### src/rtl/expr_sig_capture.sv
// expr_sig_capture
//   Captures a run of 90-bit result vectors from an upstream expression stage
//   and compresses them into a 32-bit MISR signature (CRC-32 polynomial).
//   It also counts accepted samples and how many differed from their
//   predecessor.
//
// Ports
//   clk          : clock, all state changes on the rising edge
//   rst          : synchronous active-high reset
//   start        : begin a run (honoured only in IDLE or DONE)
//   num_samples  : run length, latched when start is accepted
//   y_in         : 90-bit sample from upstream
//   in_valid     : y_in is valid this cycle
//   in_ready     : block accepts y_in this cycle (high in RUN)
//   busy         : high in RUN
//   done         : high in DONE
//   signature    : current MISR value
//   sample_count : samples accepted this run
//   change_count : accepted samples that differed from the previous one
//                  (saturating)
module expr_sig_capture (
  input  logic        clk,
  input  logic        rst,
  input  logic        start,
  input  logic [15:0] num_samples,
  input  logic [89:0] y_in,
  input  logic        in_valid,
  output logic        in_ready,
  output logic        busy,
  output logic        done,
  output logic [31:0] signature,
  output logic [15:0] sample_count,
  output logic [15:0] change_count
);

  localparam logic [31:0] SEED = 32'hFFFF_FFFF;
  localparam logic [31:0] POLY = 32'h04C1_1DB7;

  typedef enum logic [1:0] {
    IDLE = 2'd0,
    RUN  = 2'd1,
    DONE = 2'd2
  } state_t;

  state_t      state_q, state_d;
  logic [31:0] sig_q, sig_d;
  logic [15:0] sample_cnt_q, sample_cnt_d;
  logic [15:0] change_cnt_q, change_cnt_d;
  logic [15:0] len_q, len_d;
  logic [89:0] prev_y_q, prev_y_d;

  logic        handshake;
  logic [31:0] fold;
  logic [31:0] sig_step;

  assign handshake = in_valid && (state_q == RUN);

  // Fold the 90-bit sample into 32 bits before feeding the MISR.
  assign fold     = y_in[31:0] ^ y_in[63:32] ^ {6'b0, y_in[89:64]};
  assign sig_step = ({sig_q[30:0], 1'b0} ^ (sig_q[31] ? POLY : 32'h0)) ^ fold;

  always_comb begin
    state_d      = state_q;
    sig_d        = sig_q;
    sample_cnt_d = sample_cnt_q;
    change_cnt_d = change_cnt_q;
    len_d        = len_q;
    prev_y_d     = prev_y_q;

    case (state_q)
      IDLE, DONE: begin
        if (start) begin
          sig_d        = SEED;
          sample_cnt_d = 16'd0;
          change_cnt_d = 16'd0;
          len_d        = num_samples;
          state_d      = (num_samples != 16'd0) ? RUN : DONE;
        end
      end
      RUN: begin
        if (handshake) begin
          sig_d        = sig_step;
          sample_cnt_d = sample_cnt_q + 16'd1;
          prev_y_d     = y_in;
          // sample_cnt_q == 0 marks the first sample of the run, which has
          // no predecessor to compare against.
          if ((sample_cnt_q != 16'd0) && (y_in != prev_y_q) &&
              (change_cnt_q != 16'hFFFF)) begin
            change_cnt_d = change_cnt_q + 16'd1;
          end
          if ((sample_cnt_q + 16'd1) == len_q) begin
            state_d = DONE;
          end
        end
      end
      default: state_d = IDLE;
    endcase
  end

  always_ff @(posedge clk) begin
    if (rst) begin
      state_q      <= IDLE;
      sig_q        <= SEED;
      sample_cnt_q <= 16'd0;
      change_cnt_q <= 16'd0;
      len_q        <= 16'd0;
      prev_y_q     <= 90'd0;
    end else begin
      state_q      <= state_d;
      sig_q        <= sig_d;
      sample_cnt_q <= sample_cnt_d;
      change_cnt_q <= change_cnt_d;
      len_q        <= len_d;
      prev_y_q     <= prev_y_d;
    end
  end

  assign in_ready     = (state_q == RUN);
  assign busy         = (state_q == RUN);
  assign done         = (state_q == DONE);
  assign signature    = sig_q;
  assign sample_count = sample_cnt_q;
  assign change_count = change_cnt_q;

endmodule
### config.mk
export PLATFORM = sky130hd
export DESIGN_NAME = expr_sig_capture
export DESIGN_NICKNAME = d
export VERILOG_FILES = /design/src/rtl/expr_sig_capture.sv
export SDC_FILE = /design/constraint.sdc
export NUM_CORES = 1
export LEC_CHECK = 0
export ABC_AREA = 1
export CORE_MARGIN = 2
export CORE_UTILIZATION = 53
export DETAILED_ROUTE_END_ITERATION = 12
export MAX_ROUTING_LAYER = met4
export PLACE_DENSITY = 0.81
export SLEW_MARGIN = 20
export SYNTH_ARGS = -nofsm -noshare
export SYNTH_HDL_FRONTEND = slang
export SYNTH_SLANG_ARGS = --single-unit
### constraint.sdc
create_clock -name clk -period 2.3 [get_ports clk]
set_input_delay 0.69 -clock clk [delete_from_list [all_inputs] [get_ports clk]]
set_output_delay 0.69 -clock clk [all_outputs]
set_load 0.02 [all_outputs]
==> results.py <==
metrics = {
    "finish": {
        "area_growth_pct": 36.2,
        "diodes": 0,
        "fin_cells": 1834,
        "final_cell_mix": "244 x nor2_1, 224 x nand2_1, 168 x dfxtp_1",
        "layout-drive-gt1-share_pct": 13.8,
        "nets": 1707,
        "stdcell_area_sq_um": 13000,
        "mostFrequentLayoutCell": "nor2_1",
        "final_core_util_pct": 73.0,
    },
    "clocking": {
        "clk_pin_slew_ns": 0.06,
        "cts_buffers": 17,
        "cts_sinks": 172,
        "cts-root-buf": "clkbuf_16",
        "ctsHoldBuffers": 0,
        "htreeDepth": 4,
        "clock_path_buffers": 2,
        "clk-insertion-delay-late_ns": 0.43,
        "cts_tree": "yes",
    },
    "power_and_ir_drop": {
        "max-vdd-ir-drop_v": 0.000574,
        "power.density_nw_per_um2": 654,
        "p_leak_nw": 5.67,
        "p_total_mw": 8.49,
    },
    "setup_path": {
        "start_kind": "register",
        "cp_data_required_time_ns": 1.61,
        "r2r_cells": 8,
        "regToRegStartpoint": "state_q[0]",
        "end_kind": "output pin",
        "critPathTopFamily": "buffers and inverters",
        "r2r-end": "prev_y_q[65]",
        "cp_data_arrival_time_ns": 1.56,
        "path_max_fanout": 8,
        "crit_chain": "clkdlybuf4s50_1",
        "r2r_slack_ns": 0.19,
        "cp_slowest_stage_delay_ns": 0.67,
        "worst-path-buf-inv": 1,
        "path_class": "register to output pin",
        "slowest_stage": "clkdlybuf4s50_1",
    },
    "yosys": {
        "netlist_instances": 1346,
        "synth_fp_nets": 1459,
        "synth_cell_type_count": 37,
        "yosysSeqAreaShare_pct": 36.1,
        "syn_area_per_cell_sq_um": 7.08,
        "syn-cell-area_sq_um": 9530,
        "ys_seq_elements": 172,
        "yosysWarnings": 0,
    },
    "drt": {
        "drc_errors": 0,
        "detail-route-antenna-nets": 0,
        "wl_per_cell_um": 15.2,
        "vias": 9758,
        "dr.pass1.iters": 6,
        "drt_iter0_drc": 850,
        "vias_per_cell": 5.32,
        "drt-total-wl_um": 27900,
    },
    "global_route": {
        "grtUsageTotal_pct": 29.2,
        "grt_max_degree": 116,
        "grt_pass1_wl_um": 44800,
        "grt_pass1_vias": 9298,
        "grt-ovfl-total": 0,
        "antenna_found_initial": 0,
    },
    "job": {
        "max-cap-violations": 0,
    },
    "sta": {
        "setup_viol": 0,
        "hold_viol_final": 0,
        "holdWs_ns": 0.469,
        "fin_skew_ns": 0.0104,
        "relSlewSlack_pct": 65.2,
        "worst_pin_slew_ns": 0.523,
        "period_minus_slack_ns": 2.25,
        "rsz0062_at_grt": "true",
        "slew_violations": 0,
        "fin_tns_setup_ns": 0,
        "setup_slack_ns": 0.0458,
        "fmax_mhz": 444,
        "timing.final.crit_share_pct": 98.0,
    },
    "placement": {
        "dp_hpwl_um": 19600,
        "portBuffers": 176,
        "placed_cells": 1801,
        "pre_cts_ws_ns": -0.534,
        "place_congestion": 0.906,
        "dpl_cell_area_sq_um": 12200,
    },
    "run_status": {
        "status": "finished clean",
    },
    "min_path": {
        "hold_end": "len_q[9]",
        "whs_path_depth": 2,
        "min_from": "len_q[9]",
        "hold_path_class": "register to register",
    },
    "die": {
        "design.core.area_sq_um": 17800,
        "dieArea_sq_um": 19100,
        "initial_core_util_pct": 53.6,
        "core.rowCount": 49,
        "die_x_um": 138,
        "chipHeight_um": 138,
        "ios": 177,
    },
}
## timing repair
item                                    in CTS  in global routing
gates resized for setup                      7                 46
gates cloned                                 0                  3
buffers inserted                             0                  0
endpoints found under the setup margin      19                 23
hold endpoints to repair                     0                  0
pin swaps                                    2                 16
## flip-flops by register name, summed over array words and instances, names as in the netlist
signal and count:
len_q 16, prev_y_q 90, signature 32, state_q 2, change_count 16, sample_count 16
## cells in the mapped netlist (all sizes together)
cell type  instances  share of area, %
ha                 3              0.39
buf               24               1.8
o21bai             2              0.20
nor2             263                11
nand4             10              0.66
o221ai             1             0.092
nand3b             3              0.24
nor3               2              0.22
xnor2             56               5.1
o211ai            17               1.3
xor3               1              0.25
a21oi             83               4.4
o21ai            150               8.0
dfxtp            172                36
xor2             108               9.9
o31ai              1             0.079
nand2            233               9.5
inv               83               3.3
nand3             77               4.8
or2               10              0.66
clkbuf            39               1.5
nor4               8              0.53
## metal layers
metal	global-route usage (%)	wire [um]
met2	48.3	13500
met5	-	0
met3	4.61	1840
met1	36.4	11700
met4	10.4	816
## area by class of cell
class,count,area [sq um]
multi-input combinational,1031,5650
fill,1390,4800
clock inverter,7,140
clock buffer,23,458
sequential,172,3450
tap,229,287
timing repair buffer,289,2680
inverter,83,313
## logic make-up (layout without fill, tap and decap cells)
kind of cell,count (synthesis),in the layout,synth area share [%]
AND/OR/NAND/NOR,606,609,27.6
AO/OA/AOI/OAI,254,254,14.0
flip-flops,172,172,36.1
XOR/XNOR,165,165,15.3
buffers and inverters,146,402,6.57
adder cells (fa/ha/maj),3,3,0.394
## where the power goes
group / internal, mW / switching (mW) / total (mW)
clock network: 1.84 / 1.17 / 3.00
logic: 0.941 / 1.11 / 2.05
registers: 3.22 / 0.217 / 3.44
total: 6.00 / 2.50 / 8.49
## how the worst max path moves through the flow
stage                           startpoint               end  slack (ns)  cells past startpoint
final                     change_count[10]  change_count[10]        0.05                      1
after global routing              y_in[13]  change_count[11]       -0.01                     13
after CTS                         y_in[36]   change_count[5]      -0.009                     14
after detailed placement          y_in[64]  change_count[11]       -0.53                     15
after global placement            y_in[85]   change_count[1]       -0.49                     13
after floorplan                 state_q[0]          in_ready        0.34                      4
## tightest hold or removal path: stages (launching register included)
cell	delay (ns)
dfxtp_1	0.31
inv_1	0.06
a21oi_1	0.05
No activity file was read; power rests on OpenSTA's default activity.
